**config.mk**
```make
export PLATFORM = sky130hd
export DESIGN_NAME = mips_decode_issue
export DESIGN_NICKNAME = d
export VERILOG_FILES = /design/src/rtl/mips_decode_issue.sv
export SDC_FILE = /design/constraint.sdc
export NUM_CORES = 1
export LEC_CHECK = 0
export ABC_AREA = 0
export CAP_MARGIN = 20
export CORE_MARGIN = 1.5
export CORE_UTILIZATION = 55
export CTS_BUF_LIST = sky130_fd_sc_hd__clkbuf_8 sky130_fd_sc_hd__clkbuf_16
export CTS_CLUSTER_SIZE = 40
export DETAILED_ROUTE_END_ITERATION = 12
export HOLD_SLACK_MARGIN = 0.06
export PLACE_DENSITY = 0.93
export SLEW_MARGIN = 20
export SYNTH_ARGS = -nofsm -noshare
export SYNTH_HDL_FRONTEND = slang
export SYNTH_SLANG_ARGS = --single-unit
```
**constraint.sdc**
```tcl
create_clock -name clk -period 5.6 [get_ports clk]
set_input_delay 0.56 -clock clk [delete_from_list [all_inputs] [get_ports clk]]
set_output_delay 0.56 -clock clk [all_outputs]
set_load 0.02 [all_outputs]
```
**src/rtl/mips_decode_issue.sv**
```systemverilog
// Decode/issue stage for the integer ALU: decodes MIPS words, tracks register
// busy bits for RAW hazards and holds one decoded op in a valid/ready output slot.
module mips_decode_issue #(
  parameter int CNT_W = 16
) (
  input  logic             clk,
  input  logic             rst,
  input  logic             in_valid,
  output logic             in_ready,
  input  logic [31:0]      in_instr,
  output logic             out_valid,
  input  logic             out_ready,
  output logic [3:0]       out_alu_op,
  output logic [4:0]       out_rs,
  output logic [4:0]       out_rt,
  output logic [4:0]       out_dst,
  output logic             out_wen,
  output logic [15:0]      out_imm,
  output logic [15:0]      out_sa,
  output logic             out_illegal,
  input  logic             wb_valid,
  input  logic [4:0]       wb_addr,
  output logic [CNT_W-1:0] stall_count,
  output logic [CNT_W-1:0] issue_count
);

  localparam logic [3:0] OP_ADD     = 4'd0;
  localparam logic [3:0] OP_ADDI    = 4'd1;
  localparam logic [3:0] OP_ADDIU   = 4'd2;
  localparam logic [3:0] OP_ADDU    = 4'd3;
  localparam logic [3:0] OP_SUB     = 4'd4;
  localparam logic [3:0] OP_SUBU    = 4'd5;
  localparam logic [3:0] OP_AND     = 4'd6;
  localparam logic [3:0] OP_ANDI    = 4'd7;
  localparam logic [3:0] OP_OR      = 4'd8;
  localparam logic [3:0] OP_ORI     = 4'd9;
  localparam logic [3:0] OP_SLL     = 4'd10;
  localparam logic [3:0] OP_SRL     = 4'd11;
  localparam logic [3:0] OP_SLT     = 4'd12;
  localparam logic [3:0] OP_SLTI    = 4'd13;
  localparam logic [3:0] OP_ILLEGAL = 4'd15;

  logic [5:0] opcode;
  logic [5:0] funct;
  logic [4:0] f_rs;
  logic [4:0] f_rt;
  logic [4:0] f_rd;

  assign opcode = in_instr[31:26];
  assign f_rs   = in_instr[25:21];
  assign f_rt   = in_instr[20:16];
  assign f_rd   = in_instr[15:11];
  assign funct  = in_instr[5:0];

  logic [3:0] dec_op;
  logic [4:0] dec_rs;
  logic [4:0] dec_rt;
  logic [4:0] dec_dst;
  logic       dec_illegal;
  logic       dec_wen;
  logic       reads_a;
  logic       reads_b;
  logic       is_rtype;
  logic       is_shift;
  logic       is_itype;

  // NOTE: every signal assigned in an always_comb gets a default first, so no
  // path through the case statements can leave it unassigned and infer a latch.
  always_comb begin
    dec_op   = OP_ILLEGAL;
    is_rtype = 1'b0;
    is_shift = 1'b0;
    is_itype = 1'b0;
    case (opcode)
      6'h00: begin
        case (funct)
          6'h20: begin dec_op = OP_ADD;  is_rtype = 1'b1; end
          6'h21: begin dec_op = OP_ADDU; is_rtype = 1'b1; end
          6'h22: begin dec_op = OP_SUB;  is_rtype = 1'b1; end
          6'h23: begin dec_op = OP_SUBU; is_rtype = 1'b1; end
          6'h24: begin dec_op = OP_AND;  is_rtype = 1'b1; end
          6'h25: begin dec_op = OP_OR;   is_rtype = 1'b1; end
          6'h2A: begin dec_op = OP_SLT;  is_rtype = 1'b1; end
          6'h00: begin dec_op = OP_SLL;  is_shift = 1'b1; end
          6'h02: begin dec_op = OP_SRL;  is_shift = 1'b1; end
          default: dec_op = OP_ILLEGAL;
        endcase
      end
      6'h08: begin dec_op = OP_ADDI;  is_itype = 1'b1; end
      6'h09: begin dec_op = OP_ADDIU; is_itype = 1'b1; end
      6'h0A: begin dec_op = OP_SLTI;  is_itype = 1'b1; end
      6'h0C: begin dec_op = OP_ANDI;  is_itype = 1'b1; end
      6'h0D: begin dec_op = OP_ORI;   is_itype = 1'b1; end
      default: dec_op = OP_ILLEGAL;
    endcase
  end

  // Register routing; shifts carry their single source (rt) on the A port.
  always_comb begin
    dec_rs  = 5'd0;
    dec_rt  = 5'd0;
    dec_dst = 5'd0;
    reads_a = 1'b0;
    reads_b = 1'b0;
    if (is_rtype) begin
      dec_rs  = f_rs;
      dec_rt  = f_rt;
      dec_dst = f_rd;
      reads_a = 1'b1;
      reads_b = 1'b1;
    end else if (is_shift) begin
      dec_rs  = f_rt;
      dec_dst = f_rd;
      reads_a = 1'b1;
    end else if (is_itype) begin
      dec_rs  = f_rs;
      dec_dst = f_rt;
      reads_a = 1'b1;
    end
  end

  assign dec_illegal = (dec_op == OP_ILLEGAL);
  assign dec_wen     = !dec_illegal;

  logic [31:0] busy;
  logic [31:0] busy_next;
  logic        hazard;
  logic        accept;

  // Busy bits are looked up registered only: a writeback unblocks next cycle.
  assign hazard   = (reads_a && busy[dec_rs]) || (reads_b && busy[dec_rt]);
  assign in_ready = (!out_valid || out_ready) && !hazard;
  assign accept   = in_valid && in_ready;

  // Clear first, then set, so an issue to the same register wins.
  always_comb begin
    busy_next = busy;
    if (wb_valid && (wb_addr != 5'd0)) begin
      busy_next[wb_addr] = 1'b0;
    end
    if (accept && dec_wen && (dec_dst != 5'd0)) begin
      busy_next[dec_dst] = 1'b1;
    end
    busy_next[0] = 1'b0;
  end

  // NOTE: sequential state uses non-blocking assignments so every flop samples
  // the pre-edge values regardless of statement order.
  always_ff @(posedge clk) begin
    if (rst) begin
      out_valid   <= 1'b0;
      out_alu_op  <= 4'd0;
      out_rs      <= 5'd0;
      out_rt      <= 5'd0;
      out_dst     <= 5'd0;
      out_wen     <= 1'b0;
      out_imm     <= 16'd0;
      out_sa      <= 16'd0;
      out_illegal <= 1'b0;
    end else if (accept) begin
      out_valid   <= 1'b1;
      out_alu_op  <= dec_op;
      out_rs      <= dec_rs;
      out_rt      <= dec_rt;
      out_dst     <= dec_dst;
      out_wen     <= dec_wen;
      out_imm     <= in_instr[15:0];
      out_sa      <= {11'b0, in_instr[10:6]};
      out_illegal <= dec_illegal;
    end else if (out_valid && out_ready) begin
      out_valid <= 1'b0;
    end
  end

  // NOTE: the busy array is only 32 flops and must be empty after reset for
  // hazard detection to be correct, so unlike a RAM it is reset explicitly.
  always_ff @(posedge clk) begin
    if (rst) begin
      busy <= '0;
    end else begin
      busy <= busy_next;
    end
  end

  always_ff @(posedge clk) begin
    if (rst) begin
      issue_count <= '0;
      stall_count <= '0;
    end else begin
      if (accept && (issue_count != {CNT_W{1'b1}})) begin
        issue_count <= issue_count + CNT_W'(1);
      end
      if (in_valid && hazard && (stall_count != {CNT_W{1'b1}})) begin
        stall_count <= stall_count + CNT_W'(1);
      end
    end
  end

endmodule

```
==> metrics.md, run 1 <==
| Metric | Value |
|---|---|
| RSZ-0062 raised after global routing | `no` |
| Layout cells sized above 1 | `8.237%` |
| DRC violation count after routing | `0` |
| Number of antenna violations at the first check in global routing | `1` |
| Fill cells | `817` |
| Final WS setup | `861.5 ps` |
| Post-DP HPWL | `12630 um` |
| Pwr per Cell Area | `213.6 mW/mm^2` |
| Die X-Extent | `105.4 um` |
| Hold Buf Count CTS | `0` |
| Via/cell ratio | `6.378` |
| Hold path depth | `2` |
| Vias | `5823` |
| Synth unique cells | `74` |
| N_diodes | `0` |
| CTS root buf | `clkbuf_8` |
| R2R Path End | `busy[20]` |
| Max layer used | `met5` |
| Hold endpoint | `out_rt[2]` |
| Final Power | `1.511 mW` |
| VDD IR-drop max | `0.2213 mV` |
| Min-Delay Startpoint | `out_rt[2]` |
| Post-route clock period utilization | `84.62%` |
| Main synth FF type | `dfxtp_1` |
| Post-CTS sizing | `0` |
| CP max FO | `11` |
| I/O pin cnt | `129` |
| Max Root-Sink Buffers | `2` |
| Outcome | `complete, no violations` |
| Syn Area/Cell | `8.354 sq um` |
| Final min period | `4739 ps` |
| Largest net degree at the start of global routing | `85` |
| Iter 0 DRT Violations | `528` |
| Placed cell area | `0.006867 sq mm` |
| Largest area contributor in the netlist | `dfxtp_1` |
| Slew @ Worst Pin | `793.0 ps` |
| First-pass GRT wire length | `27390 um` |
| CTS Sinks | `101` |
| 1st-pass router iterations | `6` |
| Worst-Skew Late Latency | `390 ps` |
| EDFF count, synth | `0` |
| Cell count after synthesis | `690` |
| Synth top area share | `35.08%` |
| Cells on worst reg2reg path | `11` |
| CP Capture Type | `output pin` |
| Initial Utilization | `56.34%` |
| GRT Total Usage | `31.16%` |
| Design Area, Final | `0.007073 sq mm` |
| Postcts setup bufs | `0` |
| Yosys reg bits | `101` |
| H-tree depth | `3` |
| Routed Antenna Nets | `0` |
| Met3 WL | `1560 um` |
| Met2 WL | `8331 um` |
| Metal1 wirelength | `6879 um` |
| Worst r2r src | `busy[31]` |
| Avg WL per Cell | `19.03 um` |
| Max Clock Freq | `211.0 MHz` |
| Final setup violation count | `0` |
| Area grow syn2layout | `22.70%` |
| YS warnings | `0` |
| # nets final | `816` |
| Most frequent cells in the layout | `clkdlybuf4s50_1, dfxtp_1, nor2_1` |
| Total CTS buffers | `9` |
| Area contributors post-synth | `dfxtp_1, o31ai_1, nor2_1, mux2i_1, o21ai_0` |
| Post-synthesis async set-or-reset flop share | `0%` |
| Flop-to-flop setup slack | `2430 ps` |
| Max-slew violation count | `0` |
| Critical Path AT | `4180 ps` |
| Mapped cell area | `0.005764 sq mm` |
| GR Overflow Total | `0` |
| Max Cap Viol | `0` |
| Core Region | `0.01023 sq mm` |
| Routed wire length | `17380 um` |
| Die area | `0.01110 sq mm` |
| Hold Path Class | `register to register` |
| I/O Buffers | `117` |
| Setup_tns | `0 ps` |
| Req. time, crit path | `5040 ps` |
| Die Height | `105.4 um` |
| Vias in the first global route | `5437` |
| Gpl congestion | `0.9675` |
| Pre-CTS WS | `923.6 ps` |
| FP Rows | `37` |
| CP Class | `input port to output pin` |
| Headroom to the max-slew limit | `47.01%` |
| Commonest non-fill, non-tap cell in the layout | `clkdlybuf4s50_1` |
| Clk pin slew, worst setup/hold paths | `100 ps` |
| Leak | `2.415 nW` |
| Worst setup SP type | `input port` |
| Clock Skews | `9.859 ps` |
| Sequential area share after synthesis | `35.08%` |
| Final Hold Fails | `0` |
| CTS tree | `yes` |
[cells by family (layout without fill, tap and decap cells)]
logic type / Yosys count / after routing / synth area share, %
compound gates: 176 / 176 / 21.71
buf+inv: 84 / 161 / 7.510
mux: 38 / 38 / 7.792
other cells: 1 / 11 / 0.06506
fa+ha+maj: 3 / 3 / 0.6077
flops: 101 / 101 / 35.08
simple gates: 287 / 287 / 27.24
[registers in the layout, summed over array words and instances, names as in the netlist, 4 cells and up]
| register | count |
|---|---|
| busy | 31 |
| issue_count | 16 |
| out_imm | 16 |
| stall_count | 16 |
| out_dst | 5 |
| out_rs | 5 |
| out_rt | 5 |
| out_alu_op | 4 |
[worst max-delay path, cell delays in order]
cell and delay, ps:
clkdlybuf4s50_1 570, or3_4 470, nor2_2 330, and3_1 350
or2_1 310, o2111ai_1 160, a41oi_2 280, o311ai_2 200
a21boi_2 190, and2_1 150, clkdlybuf4s50_1 600
[per-layer routing]
layer / vias up / GRT usage [%]
met5: - / 0
met4: 2 / 12.52
met3: 49 / 8.967
met2: 327 / 52.57
met1: 2758 / 37.23
li1: 2687 / -
[worst max path at each step]
stage                 start        to
6_report       in_instr[26]  in_ready
5_1_grt        in_instr[26]  in_ready
4_1_cts        in_instr[26]  in_ready
3_5_place_dp   in_instr[26]  in_ready
3_3_place_gp   in_instr[26]  in_ready
2_1_floorplan  in_instr[26]  in_ready
[stage by stage]
| step | hold WS, ps | util, % | std cells |
|---|---|---|---|
| CTS | 474.8 | 69.13 | 913 |
| global placement | 445.2 | 67.12 | 897 |
| detailed placement | 456.6 | 67.12 | 897 |
| floorplan | 441.9 | - | 700 |
| global route | 500.1 | 69.13 | 913 |
| finish | 473.5 | 69.13 | 913 |
[where the power goes]
group	internal [mW]	leakage, nW	switching [mW]
sequential	0.738	0.820	0.0141
clock	0.213	0.0980	0.279
combinational	0.111	1.50	0.156
[cell type report]
class / instances / area [sq um] / share of cell area, %
multi-input combinational: 515 / 3358 / 47.48
tap: 136 / 170.2 / 2.406
clock inverter: 7 / 82.58 / 1.168
clock buffer: 9 / 123.9 / 1.751
timing repair buffer: 125 / 1241 / 17.55
sequential: 101 / 2022 / 28.59
inverter: 20 / 75.07 / 1.061
[synth_stat cells, drive strengths merged (17+ instances only)]
| library cell | count |
|---|---|
| buf | 36 |
| o21ai | 35 |
| inv | 20 |
| mux2i | 19 |
| or4 | 17 |
| a21oi | 30 |
| dfxtp | 101 |
| nor2 | 78 |
| nand2 | 38 |
| nor2b | 20 |
| clkbuf | 28 |
| o31ai | 39 |
| nand3 | 27 |
Note: power is estimated with default switching activity, not from simulation.
==> inputs of run 2 (changes only) <==
--- a/config.mk
+++ b/config.mk
@@ -8,12 +8,12 @@
 export ABC_AREA = 0
 export CAP_MARGIN = 20
 export CORE_MARGIN = 1.5
-export CORE_UTILIZATION = 55
+export CORE_UTILIZATION = 46
 export CTS_BUF_LIST = sky130_fd_sc_hd__clkbuf_8 sky130_fd_sc_hd__clkbuf_16
 export CTS_CLUSTER_SIZE = 40
 export DETAILED_ROUTE_END_ITERATION = 12
 export HOLD_SLACK_MARGIN = 0.06
-export PLACE_DENSITY = 0.93
+export PLACE_DENSITY = 0.84
 export SLEW_MARGIN = 20
 export SYNTH_ARGS = -nofsm -noshare
 export SYNTH_HDL_FRONTEND = slang
==> constraint.sdc (replaced) <==
create_clock -name clk -period 4.3 [get_ports clk]
set_input_delay 0.43 -clock clk [delete_from_list [all_inputs] [get_ports clk]]
set_output_delay 0.43 -clock clk [all_outputs]
set_load 0.02 [all_outputs]
==> run 2 against run 1 <==
Net effect: final area increased by 4.8%; combinational power grew 34%; wire length is 6.1% lower; die area increased by 19%; clock-buffer cell count unchanged; core utilization decreased by 8.0 points; sequential power grew 30%; largest cell class unchanged.
==> metrics.md, run 2 (synthesis gave the netlist of run 1 again) <==
| Metric | Value |
|---|---|
| Die Height | `114.9 um` |
| Clk pin slew, worst setup/hold paths | `70 ps` |
| Routed wire length | `16310 um` |
| Flop-to-flop setup slack | `1480 ps` |
| Layout cells sized above 1 | `11.00%` |
| CTS root buf | `clkbuf_16` |
| I/O Buffers | `117` |
| Hold Path Class | `register to register` |
| Post-route clock period utilization | `95.75%` |
| Cells on worst reg2reg path | `8` |
| Core Region | `0.01211 sq mm` |
| VDD IR-drop max | `0.1527 mV` |
| Vias in the first global route | `5135` |
| 1st-pass router iterations | `5` |
| Final Hold Fails | `0` |
| # nets final | `840` |
| FP Rows | `40` |
| Multi-input logic area | `0.003367 sq mm` |
| Final setup violation count | `0` |
| Post-DP HPWL | `11920 um` |
| Worst r2r src | `busy[7]` |
| Worst-Skew Late Latency | `350 ps` |
| Routed Antenna Nets | `0` |
| Setup_tns | `0 ps` |
| Die area | `0.01321 sq mm` |
| Leak | `2.594 nW` |
| Final min period | `4117 ps` |
| CP Capture Type | `output pin` |
| CP max FO | `9` |
| Headroom to the max-slew limit | `47.17%` |
| Fill cells | `1088` |
| Total CTS buffers | `9` |
| Max reg flops | `31` |
| Clock Skews | `7.062 ps` |
| I/O pin cnt | `129` |
| Slew @ Worst Pin | `792.4 ps` |
| Req. time, crit path | `3870 ps` |
| Critical Path AT | `3690 ps` |
| Worst setup SP type | `input port` |
| Biggest register | `busy` |
| First-pass GRT wire length | `26030 um` |
| Commonest non-fill, non-tap cell in the layout | `clkdlybuf4s50_1` |
| R2R Path End | `issue_count[14]` |
| RSZ-0062 raised after global routing | `no` |
| Final Power | `2.210 mW` |
| Gpl congestion | `1.021` |
| Max-slew violation count | `0` |
| Max Root-Sink Buffers | `2` |
| Outcome | `complete, no violations` |
| Hold path depth | `2` |
| Hold Buf Count CTS | `0` |
| Number of antenna violations at the first check in global routing | `0` |
| CTS tree | `yes` |
| Die X-Extent | `114.9 um` |
| CP Class | `input port to output pin` |
| Hold endpoint | `busy[4]` |
| Pwr per Cell Area | `298.3 mW/mm^2` |
| Max Clock Freq | `242.9 MHz` |
| Via/cell ratio | `5.819` |
| Iter 0 DRT Violations | `669` |
| GR Overflow Total | `0` |
| CTS Sinks | `101` |
| N_diodes | `0` |
| Avg WL per Cell | `16.85 um` |
| Min-Delay Startpoint | `busy[4]` |
| Area grow syn2layout | `28.54%` |
| DRC violation count after routing | `0` |
| Vias | `5633` |
| GRT Total Usage | `25.04%` |
| Most frequent cells in the layout | `clkdlybuf4s50_1, dfxtp_1, nor2_1` |
| Largest net degree at the start of global routing | `85` |
| Register area | `0.002022 sq mm` |
| H-tree depth | `3` |
| Initial Utilization | `47.59%` |
| Max Cap Viol | `0` |
| Postcts setup bufs | `0` |
## run 2: cell count changes in the layout (fill, tap and decap cells not counted), moves of 2 or more
cell        previous run  this run
clkinvlp_4             2         0
or2_4                  1         3
or2_1                  2         0
clkbuf_8               9         0
clkbuf_16              0         9
buf_4                  8        32
## run 2: area by class of cell
class / count / area share [%]
Clock buffer: 9 / 3.040
Clock inverter: 6 / 1.199
Inverter: 20 / 1.013
Multi-Input combinational cell: 515 / 45.44
Sequential cell: 101 / 27.29
Tap cell: 168 / 2.837
Timing Repair Buffer: 149 / 19.18
## run 2: metrics by stage
stage | hold slack [ps] | utilization, % | cells | area (sq um) | worst slack [ps]
4_1_cts | 469.0 | 61.07 | 968 | 7397 | 70.05
3_5_place_dp | 460.0 | 58.48 | 953 | 7083 | 84.95
5_1_grt | 491.5 | 61.18 | 968 | 7410 | 29.06
6_report | 470.5 | 61.18 | 968 | 7410 | 182.6
3_3_place_gp | 447.9 | 58.48 | 953 | 7083 | 134.7
2_1_floorplan | 441.9 | - | 700 | 5802 | 841.5
## run 2: timing repair
| item | 4_1_cts | 5_1_grt |
|---|---|---|
| resized for setup | 0 | 4 |
| hold endpoints to repair | 0 | 0 |
| endpoints found under the setup margin | 0 | 1 |
## run 2: worst max-delay path by stage
| stage | cells past startpoint | endpoint | start | slack, ps |
|---|---|---|---|---|
| global placement | 11 | in_ready | in_instr[31] | 130 |
| finish | 11 | in_ready | in_instr[31] | 180 |
| global route | 12 | in_ready | in_instr[26] | 30 |
| floorplan | 14 | in_ready | in_instr[26] | 840 |
| detailed placement | 11 | in_ready | in_instr[31] | 80 |
| CTS | 11 | in_ready | in_instr[31] | 70 |
## run 2: layer usage
layer  global-route usage [%]  part of all wire, %
met2                    39.44                   46
met1                    31.83                   43
met5                        0                    0
met4                    13.42                  3.2
met3                    6.009                  7.9
## run 2: power by group
part	total, mW	internal, mW	switching (mW)
clock network	0.874	0.509	0.365
logic	0.357	0.155	0.203
registers	0.980	0.962	0.0180
## run 2: critical path: stages
cell and delay, ps:
clkdlybuf4s50_1 440, or3_1 490, nor4_4 310, a22o_2 220, or2_4 180, o2111ai_1 130, a41oi_2 270, o311ai_2 160
a21boi_1 280, and2_1 180, clkdlybuf4s50_1 590
